### src/rtl/cut_char_pkg.sv
`default_nettype none
// +-------------------------------------------------------------------------+
// | cut_char_pkg: shared types and helpers for the cut sweep sequencer.    |
// | Define CUT_SWEEP_GRAY_EN for Gray-code vector order.  Rev 1.0           |
// +-------------------------------------------------------------------------+
package cut_char_pkg;

  typedef enum logic [1:0] {
    ST_IDLE = 2'd0,
    ST_EVAL = 2'd1,
    ST_FIN  = 2'd2
  } state_e;

  function automatic int tt_width(input int num_in);
    return 1 << num_in;
  endfunction

  // Maps sweep step i to the vector driven onto the cut.
  function automatic logic [5:0] vec_order(input logic [5:0] i);
`ifdef CUT_SWEEP_GRAY_EN
    return i ^ (i >> 1);
`else
    return i;
`endif
  endfunction

endpackage
`default_nettype wire

### src/rtl/cut_vec_gen.sv
`default_nettype none
// +-------------------------------------------------------------------------+
// | cut_vec_gen: sweep step counter and vector-order mapping.              |
// | Rev 1.0                                                                 |
// +-------------------------------------------------------------------------+
module cut_vec_gen
  import cut_char_pkg::*;
#(
  parameter int NUM_IN = 4
) (
  input  logic              clk,
  input  logic              rst,
  input  logic              load,
  input  logic              advance,
  output logic [NUM_IN-1:0] cut_in,
  output logic              first_step,
  output logic              last_step
);

  logic [NUM_IN-1:0] step_q, step_d;

  always_comb begin
    step_d = step_q;
    if (load) begin
      step_d = '0;
    end else if (advance) begin
      step_d = step_q + NUM_IN'(1);
    end
  end

  always_ff @(posedge clk or posedge rst) begin
    if (rst) begin
      step_q <= '0;
    end else begin
      step_q <= step_d;
    end
  end

  // The step never advances past the last one, so cut_in holds the final vector when idle.
  assign cut_in     = NUM_IN'(vec_order(6'(step_q)));
  assign first_step = (step_q == '0);
  assign last_step  = (step_q == '1);

endmodule
`default_nettype wire

### src/rtl/cut_sweep_ctrl.sv
`default_nettype none
// +-------------------------------------------------------------------------+
// | cut_sweep_ctrl: exhaustive sweep of a small combinational cut, building |
// | truth table, onset and toggle counts. CUT_SWEEP_GRAY_EN selects Gray.   |
// | Rev 1.0                                                                 |
// +-------------------------------------------------------------------------+
module cut_sweep_ctrl
  import cut_char_pkg::*;
#(
  parameter int NUM_IN     = 4,
  parameter int SETTLE_CYC = 1
) (
  input  logic                            clk,
  input  logic                            rst,
  input  logic                            start,
  input  logic                            abort,
  output logic                            busy,
  output logic                            done,
  output logic [NUM_IN-1:0]               cut_in,
  input  logic                            cut_out,
  output logic [tt_width(NUM_IN)-1:0]     tt,
  output logic [NUM_IN:0]                 onset_cnt,
  output logic [NUM_IN-1:0]               toggle_cnt
);

  localparam int TT_W = tt_width(NUM_IN);

  state_e            state_q, state_d;
  logic [3:0]        wait_q, wait_d;
  logic [TT_W-1:0]   tt_q, tt_d;
  logic [NUM_IN:0]   onset_q, onset_d;
  logic [NUM_IN-1:0] toggle_q, toggle_d;
  logic              prev_q, prev_d;
  logic              load, advance, first_step, last_step;

  cut_vec_gen #(.NUM_IN(NUM_IN)) u_vec_gen (
    .clk        (clk),
    .rst        (rst),
    .load       (load),
    .advance    (advance),
    .cut_in     (cut_in),
    .first_step (first_step),
    .last_step  (last_step)
  );

  always_comb begin
    state_d  = state_q;
    wait_d   = wait_q;
    tt_d     = tt_q;
    onset_d  = onset_q;
    toggle_d = toggle_q;
    prev_d   = prev_q;
    load     = 1'b0;
    advance  = 1'b0;
    case (state_q)
      ST_IDLE: begin
        if (start) begin
          load     = 1'b1;
          tt_d     = '0;
          onset_d  = '0;
          toggle_d = '0;
          wait_d   = 4'(SETTLE_CYC);
          state_d  = ST_EVAL;
        end
      end
      ST_EVAL: begin
        // Abort wins over a sample due in the same cycle.
        if (abort) begin
          state_d = ST_IDLE;
        end else if (wait_q != 4'd0) begin
          wait_d = wait_q - 4'd1;
        end else begin
          tt_d[cut_in] = cut_out;
          onset_d      = onset_q + (NUM_IN+1)'(cut_out);
          if (!first_step && (cut_out != prev_q)) begin
            toggle_d = toggle_q + NUM_IN'(1);
          end
          prev_d = cut_out;
          if (last_step) begin
            state_d = ST_FIN;
          end else begin
            advance = 1'b1;
            wait_d  = 4'(SETTLE_CYC);
          end
        end
      end
      ST_FIN: begin
        state_d = ST_IDLE;
      end
      default: begin
        state_d = ST_IDLE;
      end
    endcase
  end

  always_ff @(posedge clk or posedge rst) begin
    if (rst) begin
      state_q  <= ST_IDLE;
      wait_q   <= '0;
      tt_q     <= '0;
      onset_q  <= '0;
      toggle_q <= '0;
      prev_q   <= 1'b0;
    end else begin
      state_q  <= state_d;
      wait_q   <= wait_d;
      tt_q     <= tt_d;
      onset_q  <= onset_d;
      toggle_q <= toggle_d;
      prev_q   <= prev_d;
    end
  end

  assign busy       = (state_q == ST_EVAL);
  assign done       = (state_q == ST_FIN);
  assign tt         = tt_q;
  assign onset_cnt  = onset_q;
  assign toggle_cnt = toggle_q;

endmodule
`default_nettype wire

### config.mk
export PLATFORM = sky130hd
export DESIGN_NAME = cut_sweep_ctrl
export DESIGN_NICKNAME = d
export VERILOG_FILES = /design/src/rtl/cut_char_pkg.sv /design/src/rtl/cut_vec_gen.sv /design/src/rtl/cut_sweep_ctrl.sv
export SDC_FILE = /design/constraint.sdc
export NUM_CORES = 1
export LEC_CHECK = 0
export CAP_MARGIN = 20
export CORE_MARGIN = 2
export CORE_UTILIZATION = 40
export CTS_BUF_LIST = sky130_fd_sc_hd__clkbuf_4
export CTS_CLUSTER_DIAMETER = 60
export DETAILED_ROUTE_END_ITERATION = 10
export PLACE_DENSITY = 0.65
export SLEW_MARGIN = 10
export SYNTH_ARGS = -nofsm -noshare
export SYNTH_HDL_FRONTEND = slang
export SYNTH_SLANG_ARGS = --single-unit
### constraint.sdc
create_clock -name clk -period 2.92 [get_ports clk]
set_input_delay 0.73 -clock clk [delete_from_list [all_inputs] [get_ports clk]]
set_output_delay 0.73 -clock clk [all_outputs]
set_load 0.02 [all_outputs]
# [Word-level counts from Yosys, hierarchy flattened]
# Cells that the tools add are included.
# Widths: inputs -> output; s select.
[totals] register_bits=36 word_cells=73 in_bits=5
[classes] reduce_logical=13 order_cmp=2 n_eq_ne=11 n_addsub=4 mux=34 bitwise=2
[ops] op="$mux 16" count=3
[ops] op="$mux 4" count=10
[ops] op="$pmux 16 s2" count=1
[ops] op="$bwmux 16" count=1
[ops] op="$pmux 4 s2" count=2
[ops] op="$mux 5" count=3
[ops] op="$pmux 5 s2" count=1
[ops] op="$add 4x1->4 const B" count=2
[ops] op="$mux 2" count=4
[ops] op="$reduce_and 4->1" count=2
[ops] op="$mux 1" count=7
[ops] op="$ne 2x2->1 const B" count=3
[ops] op="$ne 3x2->1 const B" count=2
[ops] op="$reduce_and 3->1" count=2
[ops] op="$add 5x1->5" count=1
[ops] op="$lt 4x5->1 const B" count=1
[ops] op="$reduce_and 5->1" count=1
[ops] op="$demux 1 s4" count=1
[ops] op="$eq 4x4->1 const B" count=1
[ops] op="$ge 4x1->1 const B" count=1
[ops] op="$logic_not 4->1" count=1
[ops] op="$pmux 2 s2" count=1
[ops] op="$reduce_bool 2->1" count=2
[ops] op="$reduce_bool 4->1" count=1
[ops] op="10 further kinds" count=12

# [Depth between registers and ports, before layout]
# Gate-level depths: netlist of run 1.
[logic_depth] depth_word=8 depth_mapped=7 mapped_depth_nobuf=6

# [Cells and area by module]
# A second synthesis of run 1 with hierarchy kept.
[hier_totals] cells_unflattened=183 area_unflattened_um2=1920.6
[by_module_without_submodules] module="cut_sweep_ctrl" instances=1 area_each_um2=1690.4 cells_per_inst=161
[by_module_without_submodules] module="cut_vec_gen" instances=1 area_each_um2=230.2 cells_per_inst=22

# [Worst setup path before layout of run 1]
# OpenSTA, ideal clock, no wires.
[synth_timing] path_kind="register to register" start="register wait_q[0]" end="register toggle_q[2], in the netlist toggle_cnt[2]" period_less_slack_ns=2.177 t_required_ns=2.842 n_path_buf=1 setup_slack_ns=0.743 stages_incl_launch_ff=8 arrival_time_ns=2.099 cell_sequence="dfrtp_1 > inv_1 > ha_1 > or3b_1 > a221o_1 > buf_6 > or4_1 > a21oi_1"
[synth_between] elab_chain_len=3
[synth_lines] element="start, declared" line="cut_sweep_ctrl.sv:29" text="logic [3:0] wait_q, wait_d;"
[synth_lines] element="start signal, assigned" line="cut_sweep_ctrl.sv:106" text="wait_q <= wait_d;"
[synth_lines] element="$reduce_bool 4->1" line="cut_sweep_ctrl.sv:70" text="end else if (wait_q != 4'd0) begin"
[synth_lines] element="$ne 2x2->1 (no source line)"
[synth_lines] element="$reduce_and 5->1 (no source line)"
[synth_lines] element="end signal, assigned" line="cut_sweep_ctrl.sv:109" text="toggle_q <= toggle_d;"
[synth_lines] element="end, declared" line="cut_sweep_ctrl.sv:32" text="logic [NUM_IN-1:0] toggle_q, toggle_d;"
# No other way between the ends.
# A chain may end at the register's enable or synchronous reset.

# [Final worst setup path of run 1]
[layout_timing] start="register state_q[0]" end="output port busy"
[layout_between] elab_chain_len=1
[layout_lines] element="start, declared" line="cut_sweep_ctrl.sv:28" text="state_e state_q, state_d;"
[layout_lines] element="start signal, assigned" line="cut_sweep_ctrl.sv:105" text="state_q <= state_d;"
[layout_lines] element="$eq 2x1->1" line="cut_sweep_ctrl.sv:114" text="assign busy = (state_q == ST_EVAL);"
[layout_lines] element="end, declared" line="cut_sweep_ctrl.sv:17" text="output logic busy,"
# No other way between the ends.

==> results of run 1 <==
==> synth_stat cells, drive strengths merged, types with 2 or more instances <==
| master | n |
|---|---|
| nand4 | 11 |
| buf | 4 |
| nor2b | 4 |
| or4 | 3 |
| clkbuf | 7 |
| nand3 | 18 |
| o41ai | 2 |
| or3b | 3 |
| o21ai | 5 |
| a31o | 4 |
| o31ai | 4 |
| nor4b | 2 |
| a21o | 2 |
| inv | 15 |
| and2 | 3 |
| mux2i | 15 |
| ha | 9 |
| nand2b | 2 |
| o211ai | 2 |
| nor2 | 8 |
| a21oi | 11 |
| dfrtp | 36 |
| nand2 | 24 |
==> critical path, cell delays in order, from the launching register on <==
cell and delay [ps]:
dfrtp_1 540, nor2b_1 220, clkdlybuf4s50_1 630
==> layout make-up <==
cell class	instances	area (um^2)	area share, %
clock inverter	3	42.54	1.712
timing repair buffer	41	395.4	15.91
clock buffer	5	37.54	1.511
inverter	15	56.30	2.266
tap	67	83.83	3.374
sequential	36	900.9	36.25
multi-input combinational	144	968.4	38.97
==> worst max-delay path by stage <==
stage	startpoint	to	slack [ps]	depth (start not counted)
2_1_floorplan	wait_q[0]	toggle_cnt[2]	740	7
3_3_place_gp	abort	toggle_cnt[2]	310	5
3_5_place_dp	abort	toggle_cnt[2]	260	5
4_1_cts	state_q[0]	busy	440	2
5_1_grt	state_q[0]	busy	340	2
6_report	state_q[0]	busy	450	2
==> power breakdown <==
part | internal (mW) | switching, mW | leakage, nW
Sequential | 0.564 | 0.0715 | 0.492
Clock | 0.178 | 0.184 | 0.0412
Combinational | 0.226 | 0.316 | 0.611
==> flip-flops by register name, indices dropped and copies added (netlist names) <==
| signal | cells |
|---|---|
| state_q | 2 |
| tt | 16 |
| u_vec_gen.cut_in | 4 |
| wait_q | 4 |
| prev_q | 1 |
| onset_cnt | 5 |
| toggle_cnt | 4 |
==> metrics by stage <==
| stage | instances | power [mW] | util [%] | setup WS, ps |
|---|---|---|---|---|
| floorplan | 206 | 1.017 | - | 742.8 |
| global placement | 303 | 1.180 | 50.58 | 314.0 |
| detailed placement | 303 | 1.187 | 50.58 | 255.4 |
| global route | 311 | 1.649 | 52.26 | 336.0 |
| finish | 311 | 1.539 | 52.26 | 445.9 |
| CTS | 311 | 1.556 | 52.26 | 438.3 |
==> per-layer routing <==
metal | part of all wire (%) | global-route usage (%) | vias to the layer above | routed length [um]
met4 | 1.1 | 5.754 | 0 | 48
met1 | 50 | 22.79 | 809 | 2225
met2 | 45 | 28.87 | 33 | 2009
met5 | 0 | 0 | - | 0
li1 | - | - | 812 | -
met3 | 4.2 | 4.472 | 6 | 189
==> kinds of logic after synthesis <==
| kind of cell | after synthesis |
|---|---|
| AO/OA/AOI/OAI | 35 |
| XOR/XNOR | 2 |
| adder cells (fa/ha/maj) | 9 |
| buffers and inverters | 26 |
| flip-flops | 36 |
| multiplexers | 16 |
| AND/OR/NAND/NOR | 82 |
==> results.md, run 1 <==
* Outcome: finished, final reports clean
* Layout cell share with drive strength beyond 1 at 9.016%
* Worst vdd ir at about 330 uV
* Hold Violations, Final at 0
* Clock transition at path regs at about 110 ps
* Num rows at 25
* Core ar. at about 4800 um^2
* Worst R2R Start: wait_q[0]
* Max Buffers Root-to-Sink at 2
* Cts hold-fix bufs at 0
* Vias in the first global route at between 1500 and 2000
* Drt via density at 5.338
* Antenna cells at 0
* Leakage at roughly 1.1 nW
* Initial Utilization at 41.61%
* Fin nets at about 260
* Drc violations at 0
* GRT overflow at 0
* Synth Area per Inst at between 9 and 10 um^2
* Most common cell after layout, fill and taps aside: dfrtp_1
* Dpl cell area at 2405 um^2
* Post-synthesis simple-gate area fraction at between 20% and 30%
* FILL cells at about 470
* Crit path kind: reg2out
* Critical path required time at between 2000 and 2500 ps
* Worst hold path type: reg2reg
* H-tree level count at 2
* Final hold slack at roughly 520 ps
* Synth Instances at 206
* Synth Warn # at 0
* Fin crit share at 84.73%
* Wire length per cell at 14.38 um
* Synth top area share at 45.54%
* Root Buffer: clkbuf_4
* Initial antenna violation count at 0
* Die area at approximately 5500 um^2
* Worst r2r path cells at 6
* Hpwl dp at slightly above 3000 um
* Fmax achieved at around 0.40 GHz
* Most frequent cells in the layout: dfrtp_1 (36), clkdlybuf4s50_1 (35), nand2_1 (24), nand3_1 (18)
* Yosys cell types at 37
* Die X at 74.33 um
* Crit-path max FO at 11
* Clk sinks at 36
* DRT antenna net count at 0
* Post-route clock skew at 12.95 ps
* Skew-Pair Late Insertion Delay at 360 ps
* Total Wirelength at roughly 4500 um
* Post-Synth Adder-Cell Area at 5.693%
* Worst slew margin at 65.83%
* DRT iter0 DRCs at 54
* Hold Crit Start: onset_cnt[0]
* PortBufs at 35
* Synth area leader: dfrtp_1
* Post-Syn Area at a little under 2000 um^2
* Post-CTS Setup Bufs at 0
* Crit path capture type: primary output
* Flop-to-flop setup slack at around 550 ps
* Area contributors post-synth: dfrtp_1 (46%), mux2i_1 (7.6%), ha_1 (5.7%), nand3_1 (4.6%), nand2_1 (4.6%)
* CP Data Arrival Time at ~1700 ps
* Post-synthesis sequential area ratio at approximately 46%
* Tot GR Track Use at between 15 and 20%
* CTS buffer count at 5
* CTS tree: yes
* First-pass GRT wire length at roughly 7400 um
* Area grow syn2layout at 25.62%
* Hold Crit Depth at 2
* Setup violators final at 0
* Worst R2R End: toggle_cnt[2]
* Initial DRT Pass Iterations at 4
* Fin area at 2485 um^2
* RSZ-0062 raised after global routing: no
* Synth Flop Type: dfrtp_1
* Register bit count reported by yosys at 36
* GP Congestion at between 0.7 and 0.8
* Vias at 1660
* Crit path time final at around 2500 ps
* Largest family of logic cells by synthesized area: simple AND/OR/NAND/NOR gates
* Count of cells resized by post-cts repair at 0
* Multiplexer area fraction after synthesis at 8.159%
* Max-cap violations at 0
* Worst slew pin tran at roughly 500 ps
* Slew Limit Fails at 0
* Syn Nets at 220
* Ys async rst share at 100.0%
* Number of I/O pins at 36
* P per Cell Area at a little over 600 nW/um^2
* Startpoint Class: flip-flop
* Largest net degree at the start of global routing at 37
* Worst hold endpoint: onset_cnt[0]
* Setup TNS Final at 0 ps
* Die Y at around 74 um
* Synth Area in XOR/XNOR at less than 1%
* Post-synth EDFFs at 0
* Post-synthesis compound-gate area fraction at between 10 and 15%
Power figures use the tool's default switching activity.
==> run 2, diff against run 1 <==
==> constraint.sdc (replaced) <==
create_clock -name clk -period 2.5 [get_ports clk]
set_input_delay 0.625 -clock clk [delete_from_list [all_inputs] [get_ports clk]]
set_output_delay 0.625 -clock clk [all_outputs]
set_load 0.02 [all_outputs]
==> run 2 against run 1 <==
Clock skew shrank 1.9 ps. Sequential power grew 17%. First-iteration DRC count grew 91%. Cell area grew 0.45%. Cell count grew 0.96%. Count of clock-buffer cells in the layout grew 2. Via count shrank 0.48%. Flip-flop and latch count is the same. Die area is the same. Total power grew 12%. Critical path type unchanged.
==> results.md, run 2 (synthesized netlist as in run 1, its figures left out) <==
* GRT overflow at 0 (unchanged)
* Slew Limit Fails at 0 (unchanged)
* Clk sinks at 36 (unchanged)
* Worst vdd ir at 280.1 uV (-16%)
* Root Buffer: clkbuf_4
* Die Y at 74.33 um (unchanged)
* Die X at 74.33 um (unchanged)
* Crit-path max FO at 11 (unchanged)
* Crit path capture type: primary output
* Hold Violations, Final at 0 (unchanged)
* Cts hold-fix bufs at 0 (unchanged)
* Leakage at 1.154 nW (+0.86%)
* Fmax achieved at approximately 0.42 GHz
* Count of cells resized by post-cts repair at 0 (unchanged)
* Outcome: finished, final reports clean
* Crit path cell chain: nor2b_1 -> clkdlybuf4s50_1
* DRT antenna net count at 0 (unchanged)
* Initial antenna violation count at 0 (unchanged)
* Fin nets at 260 (+1.2%)
* CTS tree: yes
* Hpwl dp at 3115 um (+2.7%)
* Crit path kind: reg2out
* Final hold slack at 510.0 ps (-10.53 ps)
* Area grow syn2layout at 26.19%
* GP Congestion at 0.7640 (-2.5%)
* Initial DRT Pass Iterations at 4 (unchanged)
* Crit path max-delay cell type: clkdlybuf4s50_1
* Drc violations at 0 (unchanged)
* First-pass GRT wire length at 7693 um (+4.1%)
* Vias at 1652 (-0.48%)
* P per Cell Area at 692.9 nW/um^2 (+12%)
* Drt via density at 5.261 (-1.4%)
* Tot GR Track Use at 18.37% (+0.81 points)
* Post-CTS Setup Bufs at 0 (unchanged)
* H-tree level count at 2 (unchanged)
* Startpoint Class: flip-flop
* Skew-Pair Late Insertion Delay at 340 ps (-20 ps)
* Core ar. at 4755 um^2 (unchanged)
* Die area at 5524 um^2 (unchanged)
* Initial Utilization at 41.61% (unchanged)
* Hold Crit Start: onset_cnt[0]
* Crit-path max cell delay at 630 ps (about the same)
* Final Util at 52.50% (+0.24 points)
* Clock transition at path regs at 110 ps (about the same)
* Worst slew margin at 69.25% (+3.4 points)
* Worst Setup SP: state_q[0]
* RSZ-0062 raised after global routing: no
* Worst hold path type: reg2reg
* Fin crit share at between 90% and 100%
* Setup violators final at 0 (unchanged)
* Max Buffers Root-to-Sink at 2 (unchanged)
* Number of I/O pins at 36 (unchanged)
* Setup TNS Final at 0 ps (unchanged)
* Most frequent cells in the layout: dfrtp_1 (36), clkdlybuf4s50_1 (35), nand2_1 (24), nand3_1 (18)
* Crit path time final at approximately 2400 ps
* Antenna cells at 0 (unchanged)
* Wire length per cell at 14.12 um (-1.8%)
* Total Wirelength at 4434 um (-0.87%)
* Worst slew pin tran at 461.2 ps (-50.11 ps)
* Largest net degree at the start of global routing at 37 (unchanged)
* Critical path required time at 1880 ps (-310 ps)
* PortBufs at 35 (unchanged)
* Post-route clock skew at 11.06 ps (-1.892 ps)
* Layout cell share with drive strength beyond 1 at 9.717% (+0.70 points)
* Max-cap violations at 0 (unchanged)
* CP Data Arrival Time at 1740 ps (about the same)
* CTS buffer count at 5 (unchanged)
* Num rows at 25 (unchanged)
* FILL cells at 457 (-1.9%)
* Worst R2R Start: wait_q[0]
* DRT iter0 DRCs at 103 (+91%)
* Largest register FFs at 16 (unchanged)
* Vias in the first global route at 1598 (+0.44%)
* Most common cell after layout, fill and taps aside: dfrtp_1
[run 2: through the flow]
step / power (mW) / cells / area [um^2] / setup slack, ps
global placement: 1.407 / 306 / 2440 / 101.2
CTS: 1.749 / 314 / 2496 / 122.5
finish: 1.729 / 314 / 2496 / 133.8
global route: 1.863 / 314 / 2496 / 29.66
detailed placement: 1.416 / 306 / 2440 / 64.70
floorplan: 1.187 / 206 / 1978 / 322.8
[run 2: critical path: cells and delay by family, from the launching register on]
family / cells / cell delay [ps]
buffers and inverters: 1 / 630
DFF: 1 / 530
and+or+nand+nor: 1 / 240
[run 2: final timing paths]
kind                                 end  slack, ps  cells past startpoint
setup / recovery                    busy        130                      2
hold / removal              onset_cnt[0]        510                      2
setup reg to reg           toggle_cnt[2]        270                      6
hold reg to reg             onset_cnt[0]        510                      2
max in group asynchronous      wait_q[0]       1490                      3
min in group asynchronous   onset_cnt[4]        670                      3
[run 2: where the power goes]
group	switching, mW	internal (mW)
registers	0.0840	0.659
logic	0.374	0.286
clock network	0.197	0.130
total	0.654	1.08
[run 2: routing by layer]
| layer | up-vias | track usage, % | part of all wire, % |
|---|---|---|---|
| li1 | 817 | - | - |
| met1 | 788 | 25.11 | 50 |
| met2 | 42 | 29.17 | 44 |
| met3 | 5 | 4.878 | 5.3 |
| met4 | 0 | 4.762 | 1.2 |
| met5 | - | 0 | 0 |
[run 2: final cells by class]
cell class	instances	area (um^2)	share of cell area (%)
clock buffers	7	52.55	2.105
clock inverters	1	3.754	0.1504
inverters	15	56.30	2.256
multi-input cells	144	968.4	38.80
flip-flops and latches	36	900.9	36.09
well taps	67	83.83	3.358
repair buffers	44	430.4	17.24
